### src/rtl/serial_adder_pkg.sv
// Shared definitions for the bit-serial adder: state encoding and small helpers.
package serial_adder_pkg;

  // State encoding. 2'd3 is never entered; the next-state logic maps it to IDLE.
  typedef enum logic [1:0] {
    S_IDLE = 2'd0,
    S_ADD  = 2'd1,
    S_DONE = 2'd2
  } state_t;

  // A new request may be taken from IDLE or straight out of DONE (back-to-back).
  function automatic logic can_accept(input state_t st);
    return (st == S_IDLE) || (st == S_DONE);
  endfunction

endpackage

### src/rtl/full_adder.sv
// One-bit full-adder cell; the only arithmetic element of the serial adder.
module full_adder (
  input  logic a,
  input  logic b,
  input  logic cin,
  output logic s,
  output logic cout
);

  logic p;

  // Propagate term shared by the sum and carry equations.
  assign p    = a ^ b;
  assign s    = p ^ cin;
  assign cout = (a & b) | (cin & p);

endmodule

### src/rtl/serial_adder.sv
// Bit-serial WIDTH-bit adder: one full-adder cell plus a carry flip-flop, one
// bit per clock, framed by a start/busy/done handshake.
//
// state  | meaning
// -------+-----------------------------------------------------------
// IDLE   | waiting for start; sum/cout hold the last result
// ADD    | one bit per cycle, LSB first, WIDTH cycles total
// DONE   | one-cycle done pulse; may accept a new start immediately
module serial_adder
  import serial_adder_pkg::*;
#(
  parameter int WIDTH = 8
) (
  input  logic             clk,
  input  logic             rst,
  input  logic             start,
  input  logic [WIDTH-1:0] a,
  input  logic [WIDTH-1:0] b,
  input  logic             cin,
  output logic             busy,
  output logic             done,
  output logic [WIDTH-1:0] sum,
  output logic             cout
);

  localparam int CW = $clog2(WIDTH);
  localparam logic [CW-1:0] LAST_BIT = CW'(WIDTH - 1);

  state_t           state_q;
  state_t           state_d;

  logic [WIDTH-1:0] a_q;
  logic [WIDTH-1:0] b_q;
  logic [WIDTH-1:0] acc_q;
  logic             carry_q;
  logic [CW-1:0]    cnt_q;

  logic [WIDTH-1:0] sum_q;
  logic             cout_q;

  logic             fa_s;
  logic             fa_cout;
  logic             load;
  logic             last_bit;
  logic [WIDTH-1:0] acc_next;

  full_adder u_cell (
    .a    (a_q[0]),
    .b    (b_q[0]),
    .cin  (carry_q),
    .s    (fa_s),
    .cout (fa_cout)
  );

  // Handshake decode: request acceptance and the final-bit cycle of ADD.
  always_comb begin
    load     = start && can_accept(state_q);
    last_bit = (state_q == S_ADD) && (cnt_q == LAST_BIT);
    acc_next = {fa_s, acc_q[WIDTH-1:1]};
  end

  // State register; reset overrides any pending request.
  always_ff @(posedge clk) begin
    if (rst) begin
      state_q <= S_IDLE;
    end else begin
      state_q <= state_d;
    end
  end

  // Next-state logic; the unused encoding falls back to IDLE.
  always_comb begin
    state_d = S_IDLE;
    case (state_q)
      S_IDLE:  state_d = start ? S_ADD : S_IDLE;
      S_ADD:   state_d = last_bit ? S_DONE : S_ADD;
      S_DONE:  state_d = start ? S_ADD : S_IDLE;
      default: state_d = S_IDLE;
    endcase
  end

  // Operand shift registers, serial sum accumulator, carry and bit counter.
  always_ff @(posedge clk) begin
    if (rst) begin
      a_q     <= '0;
      b_q     <= '0;
      acc_q   <= '0;
      carry_q <= 1'b0;
      cnt_q   <= '0;
    end else if (load) begin
      a_q     <= a;
      b_q     <= b;
      acc_q   <= '0;
      carry_q <= cin;
      cnt_q   <= '0;
    end else if (state_q == S_ADD) begin
      a_q     <= {1'b0, a_q[WIDTH-1:1]};
      b_q     <= {1'b0, b_q[WIDTH-1:1]};
      acc_q   <= acc_next;
      carry_q <= fa_cout;
      // Hold at the terminal count so the counter never wraps mid-operation.
      if (!last_bit) begin
        cnt_q <= cnt_q + CW'(1);
      end
    end
  end

  // Result registers: written only on the edge that enters DONE, so the
  // previous result stays visible through IDLE and the following ADD.
  always_ff @(posedge clk) begin
    if (rst) begin
      sum_q  <= '0;
      cout_q <= 1'b0;
    end else if (last_bit) begin
      sum_q  <= acc_next;
      cout_q <= fa_cout;
    end
  end

  // Status outputs decode straight from the state register.
  always_comb begin
    busy = (state_q == S_ADD);
    done = (state_q == S_DONE);
    sum  = sum_q;
    cout = cout_q;
  end

endmodule

### config.mk
export PLATFORM = sky130hd
export DESIGN_NAME = serial_adder
export DESIGN_NICKNAME = d
export VERILOG_FILES = /design/src/rtl/serial_adder_pkg.sv /design/src/rtl/full_adder.sv /design/src/rtl/serial_adder.sv
export SDC_FILE = /design/constraint.sdc
export NUM_CORES = 1
export LEC_CHECK = 0
export ABC_AREA = 1
export CAP_MARGIN = 40
export CORE_ASPECT_RATIO = 1.5
export CORE_MARGIN = 2
export CORE_UTILIZATION = 40
export DETAILED_ROUTE_END_ITERATION = 6
export PLACE_DENSITY = 0.64
export SLEW_MARGIN = 30
export SYNTH_ARGS = -nofsm -noshare
export SYNTH_HDL_FRONTEND = slang
export SYNTH_SLANG_ARGS = --single-unit
### constraint.sdc
create_clock -name clk -period 1.22 [get_ports clk]
set_input_delay 0.183 -clock clk [delete_from_list [all_inputs] [get_ports clk]]
set_output_delay 0.183 -clock clk [all_outputs]
set_load 0.01 [all_outputs]
==> results of run 1 <==
[per-layer routing]
| metal | GRT usage | vias up | part of all wire |
|---|---|---|---|
| met5 | 0 | - | 0 |
| met4 | 0.0740 | 0 | 0.017 |
| met3 | 0.0389 | 7 | 0.030 |
| met2 | 0.277 | 23 | 0.53 |
| met1 | 0.183 | 691 | 0.42 |
| li1 | - | 828 | - |
[power groups by stage]
| stage | Clock [W] | Sequential [W] | Combinational (W) |
|---|---|---|---|
| 2_1_floorplan | 0 | 0.00137 | 0.000259 |
| 3_3_place_gp | 0 | 0.00138 | 0.000410 |
| 3_5_place_dp | 0 | 0.00138 | 0.000413 |
| 4_1_cts | 0.00134 | 0.00135 | 0.000422 |
| 5_1_grt | 0.00140 | 0.00136 | 0.000549 |
| 6_report | 0.00132 | 0.00135 | 0.000486 |
[synthesized netlist by cell type]
cell,instances,share of area
buf_2,3,0.0089
dfxtp_1,38,0.45
a21oi_1,19,0.057
nand3_1,23,0.068
nor2_4,1,0.0067
inv_2,6,0.013
ha_1,2,0.015
inv_1,30,0.067
buf_6,3,0.020
nor2_8,2,0.024
clkbuf_1,1,0.0022
nor2_1,32,0.071
nand2_4,2,0.013
o21ai_1,1,0.0030
o21ai_0,19,0.057
nand2_1,49,0.11
fa_1,1,0.012
[per-stage QoR]
| stage | hold WS, ns | cells | utilization |
|---|---|---|---|
| after floorplan | 0.252 | 232 | - |
| after global placement | 0.455 | 316 | 0.530 |
| after detailed placement | 0.458 | 316 | 0.530 |
| after CTS | 0.470 | 325 | 0.568 |
| after global routing | 0.433 | 331 | 0.605 |
| final | 0.376 | 331 | 0.605 |
[worst max-delay path: cells and delay by family (launching register included)]
| kind | cells | cell delay, ns |
|---|---|---|
| buffers and inverters | 3 | 0.39 |
| DFF | 1 | 0.37 |
| and+or+nand+nor | 3 | 0.26 |
| AOI/OAI and AO/OA | 1 | 0.08 |
[sequential cells by signal, indices dropped and copies added (netlist names)]
register  count
a_q           8
b_q           8
sum           8
acc_q         7
cnt_q         3
state_q       2
carry_q       1
cout          1
[final timing paths]
kind / slack, ns / endpoint
setup / recovery: 0.01 / cnt_q[2]
hold / removal: 0.38 / b_q[6]
setup reg to reg: 0.01 / cnt_q[2]
hold reg to reg: 0.47 / acc_q[1]
[timing repair]
item | CTS | global route
endpoints found under the hold margin | 0 | 0
gates resized for setup | 28 | 34
setup endpoints to repair | 39 | 29
gates cloned | 0 | 1
pin swaps | 2 | 8
setup buffers | 1 | 5
[layout make-up]
type                       count  area, sq um
fill                         395         1580
multi-input combinational    152          811
sequential                    38          769
timing repair buffer          52          498
inverter                      36          140
clock buffer                   6         82.6
clock inverter                 2         60.1
tap                           45         56.3
[logic make-up after synthesis]
family,share of synthesized area
simple gates,0.293
fa+ha+maj,0.0268
flops,0.452
compound gates,0.116
buf+inv,0.112
==> results by group, run 1 <==
Final layout
  – Layout area overhead: 43.8%
  – Commonest cells after routing, fill and taps aside: nand2_1, dfxtp_1, nor2_1
  – Share of cells above drive strength 1: 0.234
  – Design area: 2420 sq um
  – Most common cell after layout, fill and taps aside: nand2_1
  – # diodes: 0
  – Nets: 308

CTS
  – CTS tree: built
  – Hold Buf Count CTS: 0
  – Clk Latency, worst-skew pair: 0.29 ns
  – Num Clock Sinks: 38
  – TritonCTS Buffers: 5
  – Root Buffer Master: clkbuf_8
  – Deepest clock path buffer count: 2
  – H-tree depth: 2
  – Clock-pin slew on the worst setup and hold paths: 0.08 ns

Floorplan
  – Core Area: about 4000 sq um
  – Die Wd: ~57 um
  – I/O pins: 31
  – Initial Util: 0.421
  – Die area: 4750 sq um
  – Chip Height: approximately 83 um
  – # rows: 28

STA
  – Worst Skew: 0.00755 ns
  – Tcrit/Tclk final: 0.992
  – Top achievable clock speed: slightly above 800 MHz
  – Slew headroom: 0.842
  – Final Hold Violating Endpoints: 0
  – Setup violators final: 0
  – Setup tns final: 0 ns
  – Tmin final: roughly 1.2 ns
  – Worst slew pin tran: 0.237 ns
  – Setup WS post-layout: about 0.01 ns
  – RSZ-0062 raised after global routing: true
  – Final Max Slew Viols: 0

Routing
  – Via count: 1,549
  – Routed WL: 3650 um
  – Drt wl/cell: 11.0 um
  – Vias per Instance: around 4.7
  – ANT nets after route: 0
  – Starting DRT DRC Count: 52
  – Pre-antenna DRT Iters: 4
  – DR DRC count: 0

Worst setup path
  – CP arrival: 1.40 ns
  – Worst R2R Start: state_q[0]
  – CP Class: flop to flop
  – Critical-path top delay cell: dfxtp_4
  – Cells on worst reg2reg path: 7
  – Crit path required time: around 1.4 ns
  – CP Launch Type: flop
  – CP cell instances: buf_6, buf_12, nor2_8, buf_12, nor2_8, o21ai_0, nor2_1
  – Worst Setup End Kind: flop
  – Crit. Startpoint: state_q[0]
  – Max stage delay on crit path: 0.37 ns
  – Peak fanout along the critical path: 7

Power and ir drop
  – Clock group share of total power: 0.418
  – Pwr Density: 1310 nW/um^2
  – Sequential share of power: 0.428
  – Net Switching: 0.000739 W
  – Sw Ratio: 0.234
  – Leakage power: 1.17 nW
  – Logic pwr share: 0.154
  – Peak VDD IR: about 1.1 mV
  – Total chip power: around 0.0032 W
  – P_int: 0.00242 W

Yosys
  – Flip-flop and latch count after synthesis: 38
  – Syn_area_per_cell: slightly above 7 sq um
  – Post-Syn Area: approximately 1700 sq um
  – YS warnings: 0
  – Syn_nets: around 260
  – Post-synth cell types: 17
  – Mapped Cells: 232
  – Sequential share of the synthesized area: 0.452

Job
  – Maxcap violations: 0

Hold path
  – Origin of the worst min-delay path: start
  – Hold Crit Class: input port to flop
  – Hold Path Stages: 4

GRT
  – Initial antenna violation count: 0
  – First-pass GRT wire length: 6180 um
  – Global-route usage over all layers: 0.161
  – Number of global-route vias before repair: 1,533
  – Global route overflow: 0
  – Pin count of the biggest net entering global routing: 14

Place
  – Post-DP Area: 2120 sq um
  – PortBufs: 30
  – Setup WS pre-CTS: -0.198 ns
  – HPWL Detailed: 2420 um
  – Gpl congestion: 0.765

Run status
  – Outcome: finished, final reports clean
No activity file was read; power rests on OpenSTA's default activity.
==> inputs of run 2 (changes only) <==
Settings changed: CORE_ASPECT_RATIO 1.5 to default.
==> run 2 against run 1 <==
Compared with the run above: the run now ends with setup timing left; non-clock buffer count is 6 lower; via count fell by 2.5%; first-iteration DRC count is 48% higher; register-to-register slack lost 0.11 ns; critical path type unchanged; critical endpoint is now sum[2].
==> results by group, run 2 (synthesized netlist as in run 1, its figures left out) <==
Final layout
  – Share of cells above drive strength 1: 0.196
  – Design area: approximately 2400 sq um
  – # diodes: 0
  – Most common cell after layout, fill and taps aside: nand2_1
  – Final Non-Filler Cells: 331
  – Nets: 303
  – Commonest cells after routing, fill and taps aside: nand2_1, dfxtp_1, inv_1
  – Layout area overhead: 40.0%

STA
  – Final Max Slew Viols: 0
  – Tmin final: 1.32 ns
  – Worst slew pin tran: 0.253 ns
  – Worst Skew: 0.00888 ns
  – Top achievable clock speed: around 760 MHz
  – Final Hold Violating Endpoints: 0
  – Worst hold slack: 0.378 ns
  – Setup violators final: 9
  – RSZ-0062 raised after global routing: true
  – Setup WS post-layout: -0.102 ns
  – Slew headroom: 0.831
  – Tcrit/Tclk final: 1.08

Power and ir drop
  – Total chip power: approximately 0.0029 W
  – Sw Ratio: 0.263
  – Logic pwr share: 0.150
  – Sequential share of power: 0.472
  – Clock group share of total power: 0.378
  – Net Switching: around 0.00076 W
  – Pwr Density: 1220 nW/um^2
  – Leakage power: 1.11 nW
  – P_int: roughly 0.0021 W
  – Peak VDD IR: 0.694 mV

Worst setup path
  – Peak fanout along the critical path: 8
  – Worst Setup End Kind: flop
  – Crit path required time: approximately 1.4 ns
  – CP Class: flop to flop
  – CP Launch Type: flop
  – CP arrival: 1.52 ns

Routing
  – Pre-antenna DRT Iters: 4
  – DR DRC count: 0
  – Drt wl/cell: 11.0 um
  – Vias per Instance: ~4.6
  – Starting DRT DRC Count: 77
  – Routed WL: 3650 um
  – Via count: 1,511
  – ANT nets after route: 0

Place
  – Gpl congestion: 0.792
  – PortBufs: 30
  – Cells after DPL: 316
  – Post-DP Area: 2070 sq um
  – HPWL Detailed: approximately 2400 um

GRT
  – Pin count of the biggest net entering global routing: 18
  – Initial antenna violation count: 0
  – Number of global-route vias before repair: between 1,000 and 1,500
  – First-pass GRT wire length: 5940 um
  – Global route overflow: 0
  – Global-route usage over all layers: 0.173

Floorplan
  – # rows: 23
  – Core Area: 4030 sq um
  – Initial Util: 0.417
  – I/O pins: 31
  – Die area: between 4000 and 5000 sq um
  – Chip Height: 68.8 um
  – Die Wd: just under 70 um

CTS
  – CTS tree: built
  – Clk Latency, worst-skew pair: approximately 0.3 ns
  – H-tree depth: 2
  – Clock-pin slew on the worst setup and hold paths: 0.08 ns
  – Num Clock Sinks: 38
  – Deepest clock path buffer count: 2
  – Root Buffer Master: clkbuf_8
  – TritonCTS Buffers: 5
  – Hold Buf Count CTS: 0

Run status
  – Outcome: finished with violations
  – Failing checks: setup timing

Hold path
  – Hold Crit Class: input port to flop

Job
  – Maxcap violations: 0
## run 2: cell count changes in the layout (fill, tap and decap cells not counted), sizes merged
| cell | previous run | this run |
|---|---|---|
| buf | 23 | 17 |
| bufinv | 2 | 1 |
| clkbuf | 7 | 6 |
| clkinvlp | 0 | 3 |
## run 2: critical path: stages (launching register included)
cell and delay, ns:
dfxtp_4 0.39, nand2_4 0.09, buf_4 0.15, nor2_4 0.22
clkinvlp_4 0.20, nand3_1 0.10, o21ai_0 0.07
## run 2: metrics by stage
step / setup WS [ns] / utilization / setup TNS, ns
final: -0.102 / 0.584 / -0.609
after global routing: -0.190 / 0.584 / -1.67
after CTS: -0.0920 / 0.561 / -0.629
after detailed placement: -0.225 / 0.515 / -5.02
after global placement: -0.161 / 0.515 / -4.16
after floorplan: 0.0460 / - / 0
## run 2: path summary, 6_finish.rpt
path,cells after the start,slack (ns),endpoint,from
max,6,-0.10,sum[2],state_q[0]
min,4,0.38,b_q[7],start
max reg2reg,6,-0.10,sum[2],state_q[0]
min reg2reg,2,0.47,cout,cout
## run 2: metal layers
metal / GRT usage / wire length, um / up-vias
met5: 0 / 0 / -
met4: 0.0735 / 65 / 0
met3: 0.0438 / 164 / 5
met2: 0.261 / 1620 / 31
met1: 0.234 / 1800 / 656
li1: - / - / 819
## run 2: area by class of cell
| type | count | area, sq um |
|---|---|---|
| repair buffers | 46 | 435 |
| inverters | 36 | 145 |
| clock inverters | 3 | 45.0 |
| clock buffers | 5 | 68.8 |
| repair inverters | 1 | 7.51 |
| multi-input cells | 152 | 821 |
| well taps | 50 | 62.6 |
| fillers | 381 | 1680 |
| flip-flops and latches | 38 | 768 |
## run 2: power groups by stage
stage	Clock, W	Combinational, W	Sequential, W
5_1_grt	0.00116	0.000493	0.00136
3_3_place_gp	0	0.000390	0.00138
6_report	0.00109	0.000431	0.00136
3_5_place_dp	0	0.000393	0.00138
4_1_cts	0.00111	0.000403	0.00135
2_1_floorplan	0	0.000259	0.00137
## run 2: timing repair
action / 4_1_cts / 5_1_grt
setup endpoints to repair: 41 / 32
pin swaps: 4 / 2
gates cloned: 1 / 1
gates resized for setup: 33 / 21
setup buffers: 3 / 2
==> inputs of run 3 (changes only) <==
--- a/config.mk
+++ b/config.mk
@@ -10,6 +10,8 @@
 export CORE_MARGIN = 2
 export CORE_UTILIZATION = 40
+export CTS_CLUSTER_DIAMETER = 60
 export DETAILED_ROUTE_END_ITERATION = 6
 export PLACE_DENSITY = 0.64
+export SKIP_CTS_REPAIR_TIMING = 1
 export SLEW_MARGIN = 30
 export SYNTH_ARGS = -nofsm -noshare
==> constraint.sdc (replaced) <==
create_clock -name clk -period 1.22 [get_ports clk]
set_input_delay 0.183 -clock clk [delete_from_list [all_inputs] [get_ports clk]]
set_output_delay 0.183 -clock clk [all_outputs]
set_load 0.05 [all_outputs]
==> run 3 against run 2 <==
Compared with the run above: the run still ends with setup timing left; sequential cell count is the same; power fell by 9.0%; non-clock buffer count grew 2; worst setup slack gained 0.080 ns; global-route usage fell by 1.2 points; final cell count stayed put; clock power down 26%; wire length shrank 4.4%; clock skew down 0.0060 ns; register-to-register slack improved by 0.08 ns; fmax increased by 6.5%; design area grew 3.4%; critical path type is now flop to primary output.
==> results by group, run 3 (synthesized netlist as in run 1, its figures left out) <==
Floorplan
  – Core Area: 4030 sq um
  – Die area: 4740 sq um
  – Chip Height: 68.8 um
  – Die Wd: 68.8 um
  – Initial Util: 0.417
  – I/O pins: 31
  – # rows: 23

Final layout
  – Share of cells above drive strength 1: 0.253
  – Most common cell after layout, fill and taps aside: nand2_1
  – # diodes: 0
  – Nets: 304
  – Layout area overhead: 44.7%
  – Fill count: around 370
  – Register area: 772 sq um
  – Design area: between 2000 and 2500 sq um
  – Final Util: 0.604
  – Final Non-Filler Cells: between 300 and 400
  – Commonest cells after routing, fill and taps aside: nand2_1, dfxtp_1, nor2_1, inv_1, nand3_1
  – Multi-input combinational cell area: about 800 sq um

Run status
  – Outcome: finished with violations
  – Failing checks: setup timing

STA
  – Setup violators final: 6
  – Tcrit/Tclk final: 1.02
  – Worst slew pin tran: 0.326 ns
  – Final Hold Violating Endpoints: 0
  – Final Max Slew Viols: 0
  – Worst hold slack: roughly 0.48 ns
  – Setup WS post-layout: -0.0215 ns
  – Top achievable clock speed: 805 MHz
  – Slew headroom: 0.782
  – Tmin final: 1.24 ns
  – RSZ-0062 raised after global routing: true
  – Worst Skew: 0.00292 ns

Routing
  – Vias per Instance: 4.67
  – Via count: 1,546
  – DR DRC count: 0
  – ANT nets after route: 0
  – Starting DRT DRC Count: 121
  – Drt wl/cell: 10.5 um
  – Routed WL: 3490 um
  – Pre-antenna DRT Iters: 4

Place
  – PortBufs: 30
  – Post-DP Area: 2170 sq um
  – Gpl congestion: 0.796
  – Cells after DPL: roughly 320
  – HPWL Detailed: around 2400 um

Power and ir drop
  – Pwr Density: 1080 nW/um^2
  – Leakage power: about 1.1 nW
  – Total chip power: 0.00262 W
  – Peak VDD IR: 0.527 mV

Worst setup path
  – Worst Setup End Kind: primary output
  – CP arrival: 1.06 ns
  – Crit path required time: 1.04 ns
  – Peak fanout along the critical path: 5
  – CP Class: flop to primary output
  – Cells on worst reg2reg path: 7
  – Crit path to: done
  – Reg-to-reg slack, setup: -0.02 ns
  – Crit. Startpoint: state_q[0]
  – Worst reg2reg path endpoint: sum[0]
  – CP Launch Type: flop
  – Worst R2R Start: cnt_q[0]

CTS
  – Clk Latency, worst-skew pair: 0.29 ns
  – Root Buffer Master: clkbuf_8
  – Clock-pin slew on the worst setup and hold paths: 0.07 ns
  – TritonCTS Buffers: 5
  – Num Clock Sinks: 38
  – CTS tree: built
  – H-tree depth: 2
  – Deepest clock path buffer count: 2

GRT
  – Global route overflow: 0
  – Global-route usage over all layers: 0.160
  – Initial antenna violation count: 0
  – First-pass GRT wire length: 5610 um
  – Number of global-route vias before repair: 1,255
  – Pin count of the biggest net entering global routing: 18

Hold path
  – Hold Crit Class: input port to flop
  – Hold Path Stages: 3

Job
  – Maxcap violations: 0
[run 3: changes by cell type in the layout (fill, tap and decap cells not counted), sizes merged]
cell / change
buf: +12
bufinv: -1
clkbuf: +1
clkdlybuf4s50: +1
clkinvlp: -3
dlygate4sd2: -9
dlymetal6s2s: -1
[run 3: worst max-delay path: stages, from the launching register on]
cell and delay [ns]:
dfxtp_4 0.37, buf_6 0.14, nor2_4 0.11, buf_8 0.15
[run 3: cell type report]
| class | instances | area share |
|---|---|---|
| multi-input cells | 152 | 0.336 |
| clock buffers | 7 | 0.0314 |
| flip-flops and latches | 38 | 0.317 |
| inverters | 36 | 0.0596 |
| well taps | 50 | 0.0257 |
| repair buffers | 48 | 0.230 |
[run 3: worst min path at each step]
stage | slack (ns) | to | from
floorplan | 0.25 | state_q[0] | rst
global placement | 0.45 | acc_q[1] | acc_q[1]
finish | 0.48 | a_q[7] | a[7]
detailed placement | 0.46 | acc_q[1] | acc_q[1]
global route | 0.49 | b_q[7] | b[7]
CTS | 0.47 | acc_q[1] | acc_q[1]
[run 3: layer usage]
metal	global-route usage	routed length [um]	up-vias	part of all wire
met2	0.237	1570	24	0.45
li1	-	-	826	-
met1	0.212	1710	689	0.49
met5	0	0	-	0
met4	0.0735	74	0	0.021
met3	0.0519	138	7	0.040
[run 3: where the power goes]
group / internal, W / switching, W
logic: 0.000215 / 0.000246
clock network: 0.000393 / 0.000410
registers: 0.00131 / 0.0000437
[run 3: through the flow]
step,setup TNS [ns],worst slack [ns]
2_1_floorplan,0,0.0460
3_5_place_dp,-4.17,-0.174
3_3_place_gp,-3.07,-0.134
5_1_grt,-0.754,-0.111
6_report,-0.0609,-0.0215
4_1_cts,-1.87,-0.175
